$ cat src/rtl/clock_display_scan.sv
`timescale 1ns/1ps
// clock_display_scan
//
// Purpose: multiplexes the alarm clock's BCD time onto a 4-digit
// common-anode 7-segment display. One digit is lit at a time. Each digit
// slot starts with a short all-anodes-off gap so the previous digit's
// segments never show under the next anode. The hour/minute separator
// (dp on the hour-units digit) blinks with seconds[0]. The five data
// inputs are sampled once per frame, so a digit never changes part way
// through a frame.
//
// Ports:
//   clock       in   1  system clock
//   reset_n     in   1  asynchronous active-low reset
//   hour_in1    in   2  hour tens digit (0-2)
//   hour_in0    in   4  hour units digit (0-9)
//   minute_in1  in   4  minute tens digit (0-5)
//   minute_in0  in   4  minute units digit (0-9)
//   seconds     in   6  binary seconds (0-59); only the LSB is displayed
//   alarm       in   1  alarm active (level)
//   an          out  4  anode enables, active-low; an[3]=hour tens .. an[0]=minute units
//   seg         out  7  segments {g,f,e,d,c,b,a}, active-low
//   dp          out  1  decimal point, active-low
//
// Build option: define ALARM_FLASH_EN to flash the whole display while
// alarm is high. Without it the alarm port is present but ignored.

module clock_display_scan #(
  parameter int CLK_HZ    = 100000000,
  parameter int SCAN_HZ   = 1000,
  parameter int GHOST_CYC = 16,
  parameter int BLINK_HZ  = 2
) (
  input  logic       clock,
  input  logic       reset_n,
  input  logic [1:0] hour_in1,
  input  logic [3:0] hour_in0,
  input  logic [3:0] minute_in1,
  input  logic [3:0] minute_in0,
  input  logic [5:0] seconds,
  input  logic       alarm,
  output logic [3:0] an,
  output logic [6:0] seg,
  output logic       dp
);

  localparam int SCAN_DIV = CLK_HZ / SCAN_HZ;
  localparam int DW       = (SCAN_DIV > 1) ? $clog2(SCAN_DIV) : 1;
  localparam logic [DW-1:0] DWELL_LAST = DW'(SCAN_DIV - 1);
  localparam logic [DW-1:0] GHOST_LIM  = DW'(GHOST_CYC);

  // Digit slot being scanned; the encoding equals the anode bit position.
  typedef enum logic [1:0] {
    DIG_MIN0  = 2'd0,
    DIG_MIN1  = 2'd1,
    DIG_HOUR0 = 2'd2,
    DIG_HOUR1 = 2'd3
  } digit_e;

  logic [DW-1:0] dwell_q, dwell_d;
  digit_e        idx_q, idx_d;

  logic [1:0] hour1_sh_q, hour1_sh_d;
  logic [3:0] hour0_sh_q, hour0_sh_d;
  logic [3:0] min1_sh_q, min1_sh_d;
  logic [3:0] min0_sh_q, min0_sh_d;
  logic       sec0_sh_q, sec0_sh_d;

  logic [3:0] an_q, an_d;
  logic [6:0] seg_q, seg_d;
  logic       dp_q, dp_d;

  logic [3:0] digit_val;
  logic       flash_off;

  // Active-low segment patterns; anything above 9 shows a dash so a bad
  // BCD value from the clock core is visible rather than silently wrong.
  function automatic logic [6:0] seg_decode(input logic [3:0] v);
    logic [6:0] s;
    case (v)
      4'd0:    s = 7'h40;
      4'd1:    s = 7'h79;
      4'd2:    s = 7'h24;
      4'd3:    s = 7'h30;
      4'd4:    s = 7'h19;
      4'd5:    s = 7'h12;
      4'd6:    s = 7'h02;
      4'd7:    s = 7'h78;
      4'd8:    s = 7'h00;
      4'd9:    s = 7'h10;
      default: s = 7'h3F;
    endcase
    return s;
  endfunction

`ifdef ALARM_FLASH_EN
  localparam int BLINK_DIV = CLK_HZ / (2 * BLINK_HZ);
  localparam int BW        = (BLINK_DIV > 1) ? $clog2(BLINK_DIV) : 1;
  localparam logic [BW-1:0] BLINK_LAST = BW'(BLINK_DIV - 1);

  logic [BW-1:0] blink_cnt_q, blink_cnt_d;
  logic          phase_on_q, phase_on_d;
  logic          alarm_prev_q, alarm_prev_d;

  // Flash phase timer. A fresh alarm always starts in the visible phase;
  // with the alarm idle the timer is parked so the next alarm starts clean.
  always_comb begin
    blink_cnt_d  = blink_cnt_q;
    phase_on_d   = phase_on_q;
    alarm_prev_d = alarm;
    if (!alarm || !alarm_prev_q) begin
      blink_cnt_d = '0;
      phase_on_d  = 1'b1;
    end else if (blink_cnt_q == BLINK_LAST) begin
      blink_cnt_d = '0;
      phase_on_d  = ~phase_on_q;
    end else begin
      blink_cnt_d = blink_cnt_q + BW'(1);
    end
  end

  always_ff @(posedge clock or negedge reset_n) begin
    if (!reset_n) begin
      blink_cnt_q  <= '0;
      phase_on_q   <= 1'b1;
      alarm_prev_q <= 1'b0;
    end else begin
      blink_cnt_q  <= blink_cnt_d;
      phase_on_q   <= phase_on_d;
      alarm_prev_q <= alarm_prev_d;
    end
  end

  // Gated by the live alarm level so dropping the alarm restores the
  // display on the very next registered output.
  assign flash_off = alarm & ~phase_on_q;
`else
  assign flash_off = 1'b0;
`endif

  // Dwell counter, digit index and frame shadow. The shadow loads only on
  // the 3->0 index wrap so every frame shows one consistent time.
  always_comb begin
    dwell_d    = dwell_q + DW'(1);
    idx_d      = idx_q;
    hour1_sh_d = hour1_sh_q;
    hour0_sh_d = hour0_sh_q;
    min1_sh_d  = min1_sh_q;
    min0_sh_d  = min0_sh_q;
    sec0_sh_d  = sec0_sh_q;
    if (dwell_q == DWELL_LAST) begin
      dwell_d = '0;
      case (idx_q)
        DIG_MIN0:  idx_d = DIG_MIN1;
        DIG_MIN1:  idx_d = DIG_HOUR0;
        DIG_HOUR0: idx_d = DIG_HOUR1;
        default:   idx_d = DIG_MIN0;
      endcase
      if (idx_q == DIG_HOUR1) begin
        hour1_sh_d = hour1_in_cap();
        hour0_sh_d = hour0_in_cap();
        min1_sh_d  = minute_in1;
        min0_sh_d  = minute_in0;
        sec0_sh_d  = seconds[0];
      end
    end
  end

  function automatic logic [1:0] hour1_in_cap();
    return hour_in1;
  endfunction

  function automatic logic [3:0] hour0_in_cap();
    return hour_in0;
  endfunction

  // Next registered display value. seg/dp switch to the new digit at the
  // start of the slot; only the anodes are held off during the ghost gap.
  always_comb begin
    case (idx_q)
      DIG_MIN0:  digit_val = min0_sh_q;
      DIG_MIN1:  digit_val = min1_sh_q;
      DIG_HOUR0: digit_val = hour0_sh_q;
      default:   digit_val = {2'b00, hour1_sh_q};
    endcase
    seg_d = seg_decode(digit_val);
    an_d  = 4'b1111;
    dp_d  = 1'b1;
    if (idx_q == DIG_HOUR0 && !sec0_sh_q) begin
      dp_d = 1'b0;
    end
    if (dwell_q >= GHOST_LIM) begin
      an_d = ~(4'b0001 << idx_q);
    end
    if (idx_q == DIG_HOUR1 && hour1_sh_q == 2'd0) begin
      an_d = 4'b1111;
    end
    if (flash_off) begin
      an_d = 4'b1111;
      dp_d = 1'b1;
    end
  end

  always_ff @(posedge clock or negedge reset_n) begin
    if (!reset_n) begin
      dwell_q    <= '0;
      idx_q      <= DIG_MIN0;
      hour1_sh_q <= '0;
      hour0_sh_q <= '0;
      min1_sh_q  <= '0;
      min0_sh_q  <= '0;
      sec0_sh_q  <= 1'b0;
      an_q       <= 4'b1111;
      seg_q      <= 7'h7F;
      dp_q       <= 1'b1;
    end else begin
      dwell_q    <= dwell_d;
      idx_q      <= idx_d;
      hour1_sh_q <= hour1_sh_d;
      hour0_sh_q <= hour0_sh_d;
      min1_sh_q  <= min1_sh_d;
      min0_sh_q  <= min0_sh_d;
      sec0_sh_q  <= sec0_sh_d;
      an_q       <= an_d;
      seg_q      <= seg_d;
      dp_q       <= dp_d;
    end
  end

  assign an  = an_q;
  assign seg = seg_q;
  assign dp  = dp_q;

endmodule

$ cat config.mk
export PLATFORM = sky130hd
export DESIGN_NAME = clock_display_scan
export DESIGN_NICKNAME = d
export VERILOG_FILES = /design/src/rtl/clock_display_scan.sv
export SDC_FILE = /design/constraint.sdc
export NUM_CORES = 1
export LEC_CHECK = 0
export BUFFER_PORTS_ARGS = -buffer_cell sky130_fd_sc_hd__buf_2
export CELL_PAD_IN_SITES_DETAIL_PLACEMENT = 0
export CELL_PAD_IN_SITES_GLOBAL_PLACEMENT = 1
export CORE_MARGIN = 4
export CORE_UTILIZATION = 42
export CTS_BUF_LIST = sky130_fd_sc_hd__clkbuf_4 sky130_fd_sc_hd__clkbuf_8
export CTS_CLUSTER_SIZE = 30
export DETAILED_ROUTE_END_ITERATION = 8
export PLACE_DENSITY = 0.8
export SLEW_MARGIN = 20
export SYNTH_ARGS = -nofsm -noshare
export SYNTH_HDL_FRONTEND = slang
export SYNTH_SLANG_ARGS = --single-unit
$ cat constraint.sdc
create_clock -name clock -period 1.9 [get_ports clock]
set_input_delay 0.285 -clock clock [delete_from_list [all_inputs] [get_ports clock]]
set_output_delay 0.285 -clock clock [all_outputs]
set_load 0.02 [all_outputs]
==> flow_summary.json <==
{
  "netlist_top_cells_count": "dfrtp_1 (34), nand2_1 (14), dfstp_2 (12), nor2_1 (12), inv_1 (11)",
  "min_path_type": "in -> reg",
  "worst_setup_path_end_kind": "flip-flop",
  "crit_buf_inv": 4,
  "ff2ff_path_depth": 9,
  "ant_nets": 0,
  "fin_crit_ns": 1.95,
  "cts-root-buf": "clkbuf_8",
  "core_area_um2": 4850,
  "seqPwrFrac": 0.568,
  "hold_depth": 2,
  "antenna_found_initial": 0,
  "drc": 0,
  "p_int_uw": 1420,
  "drt_first_pass_iters": 4,
  "critPathLaunchType": "flip-flop",
  "syn_inst": 179,
  "crit_chain": "inv_2, ha_2, buf_6, a222oi_1, mux2i_2, buf_4, buf_4, a211oi_1, a31oi_1",
  "crit_cells": 9,
  "nFillCells": 419,
  "slew_headroom": 0.656,
  "grt_start_max_net_pins": 25,
  "rows": 25,
  "synth_largest_area_cell": "dfrtp_1",
  "insertedDiodeCount": 0,
  "nNetsFinal": 281,
  "fmax_mhz": 513,
  "cts_tree": "built",
  "netlist_area_um2": 2170,
  "finalSetupViolations": 4,
  "power-per-cell-area_nw_per_um2": 636,
  "drv_slew": 0,
  "violations": "negative setup slack",
  "ys_warn_count": 0,
  "drive_gt1_frac": 0.492,
  "grt-busiest-layer": "met2",
  "async_reset_ff_frac": 1.00,
  "vias": 1574,
  "critPathMaxFanout": 4,
  "period_share": 1.03,
  "cts_buffers": 5,
  "critPathArrivalTime_ns": 2.16,
  "grt-ovfl-total": 0,
  "worstSetupPathType": "reg -> reg",
  "cpMostUsedCell": "buf_4",
  "status": "finished, violations left",
  "fin_skew_ns": 0.0148,
  "synthTopCellsByArea": "dfrtp_1 (39%), dfstp_2 (15%), mux2_4 (6.9%), ha_1 (5.2%), mux2_2 (3.6%)",
  "drt_wl_total_um": 4200,
  "synth_top_area_frac": 0.392,
  "setup_slack_ns": -0.0497,
  "layoutNonFillerInstCount": 317,
  "synth_cell_types": 36,
  "start_util": 0.448,
  "io_buffers": 28,
  "cts.sinks": 46,
  "synth_edf_count": 0,
  "place_congestion": 0.850,
  "cts_buffer_depth": 2,
  "die_y_um": 79.9,
  "synth.most_common_cell": "dfrtp_1",
  "power_switching_uw": 394,
  "area_delta_synth_final_pct": 31.0,
  "wire_per_inst_um": 13.3,
  "cpMaxStageDelayCell": "dfrtp_1",
  "die_w_um": 79.9,
  "pwr-share-clk": 0.347,
  "utilization": 0.586,
  "syn_area_per_cell_um2": 12.1,
  "grt_pass1_vias": 1513,
  "rsz0062_at_grt": "true",
  "die_area_um2": 6380,
  "place_ws_ns": -0.0891,
  "hold_viol": 0,
  "clkLatencyLatePin_ns": 0.30,
  "p_sw_frac": 0.218,
  "grt_pass1_wl_um": 7130,
  "required_ns": 2.11,
  "worstMarginPinSlew_ns": 0.511,
  "cap_violations": 0,
  "ys_seq_area_frac": 0.537,
  "power.total_uw": 1810,
  "tns_ns": -0.0854,
  "grt_usage": 0.144,
  "clk_transition_reported_paths_ns": 0.08,
  "synth_top_flop_cell": "dfrtp_1",
  "syn-num-nets": 211,
  "grtUsageMet2": 0.233,
  "gr-usage-met1": 0.185,
  "critPathMaxStageDelay_ns": 0.39,
  "use_met3": 0.0485,
  "io-pin-count": 35,
  "place_inst": 299,
  "critPathTopFamily": "compound AO/OA/AOI/OAI gates",
  "post-dp-hpwl_um": 2990,
  "peakVddDrop_v": 0.000337,
  "synth-seq-cells": 46,
  "via_per_inst": 4.97,
  "htree_levels": 2,
  "combPwrFrac": 0.085,
  "dr.first_iter.drc_count": 36,
  "leakage_uw": 0.00133
}
worst paths after layout:
kind | from | endpoint | slack, ns
max | idx_q[1]$_DFFE_PN0N_ | seg[4]$_DFF_PN1_ | -0.05
min | minute_in1[1] | min1_sh_q[1]$_DFFE_PN0P_ | 0.21
max reg2reg | idx_q[1]$_DFFE_PN0N_ | seg[4]$_DFF_PN1_ | -0.05
min reg2reg | sec0_sh_q$_DFFE_PN0P_ | dp$_DFF_PN1_ | 0.48
max in group asynchronous | reset_n | dwell_q[3]$_DFF_PN0_ | 0.92
min in group asynchronous | reset_n | min0_sh_q[1]$_DFFE_PN0P_ | 0.48
per-stage QoR:
step           hold WS, ns  cell area [um^2]
2_1_floorplan      -0.0106              2170
3_3_place_gp         0.281              2610
3_5_place_dp         0.279              2610
4_1_cts              0.211              2790
5_1_grt              0.198              2840
6_report             0.213              2840
flip-flops by register name, indices dropped and copies added (netlist names):
signal / cells
seg: 7
min0_sh_q: 4
min1_sh_q: 4
sec0_sh_q: 1
hour1_sh_q: 2
dp: 1
an: 4
hour0_sh_q: 4
idx_q: 2
dwell_q: 17
placed cells by master, fill, tap and decap left out, types with 2 or more instances in the layout:
master,n
a211oi_1,2
a222oi_1,4
a31oi_1,3
buf_12,2
buf_2,28
buf_4,33
buf_6,3
clkbuf_4,2
clkbuf_8,6
dfrtp_1,34
dfstp_2,12
ha_1,5
ha_2,4
inv_1,8
inv_2,3
mux2_2,6
mux2_4,11
mux2i_1,2
nand2_1,13
nand3_1,9
nand4_1,6
nor2_1,11
nor3_1,5
nor4_1,2
or4_1,2
or4_4,2
xnor2_1,7
xor2_1,6
metal layers:
| metal | up-vias | share of wire |
|---|---|---|
| met5 | - | 0 |
| met4 | 0 | 0.010 |
| met3 | 5 | 0.049 |
| met2 | 28 | 0.49 |
| met1 | 771 | 0.45 |
| li1 | 770 | - |
repair_timing:
action | in CTS | in global routing
pin swaps | 7 | 6
gates cloned | 0 | 0
gates resized for setup | 7 | 13
setup endpoints to repair | 6 | 30
hold endpoints to repair | 10 | 0
setup buffers | 6 | 3
hold buffers | 1 | 0
kinds of logic (layout without fill, tap and decap cells):
logic type               count (synthesis)  after routing  share of synthesized area
buffers and inverters                   15             86                     0.0305
AO/OA/AOI/OAI                           15             15                     0.0524
AND/OR/NAND/NOR                         61             61                      0.156
flip-flops                              46             46                      0.537
multiplexers                            20             20                      0.119
XOR/XNOR                                13             13                     0.0524
adder cells (fa/ha/maj)                  9              9                     0.0519
area by class of cell:
type | count | area (um^2) | share of cell area
inverters | 11 | 41.3 | 0.0145
well taps | 67 | 83.8 | 0.0295
flip-flops and latches | 46 | 1170 | 0.410
clock buffers | 8 | 97.6 | 0.0343
multi-input cells | 118 | 982 | 0.346
repair buffers | 67 | 472 | 0.166
power groups by stage:
stage / combinational [uW] / sequential (uW) / clock, uW
after floorplan: 52.1 / 1060 / 0
after global placement: 134 / 1040 / 0
after detailed placement: 134 / 1050 / 0
after CTS: 145 / 1030 / 655
after global routing: 169 / 1030 / 706
final: 153 / 1030 / 628
(Power assumes the default switching activity.)
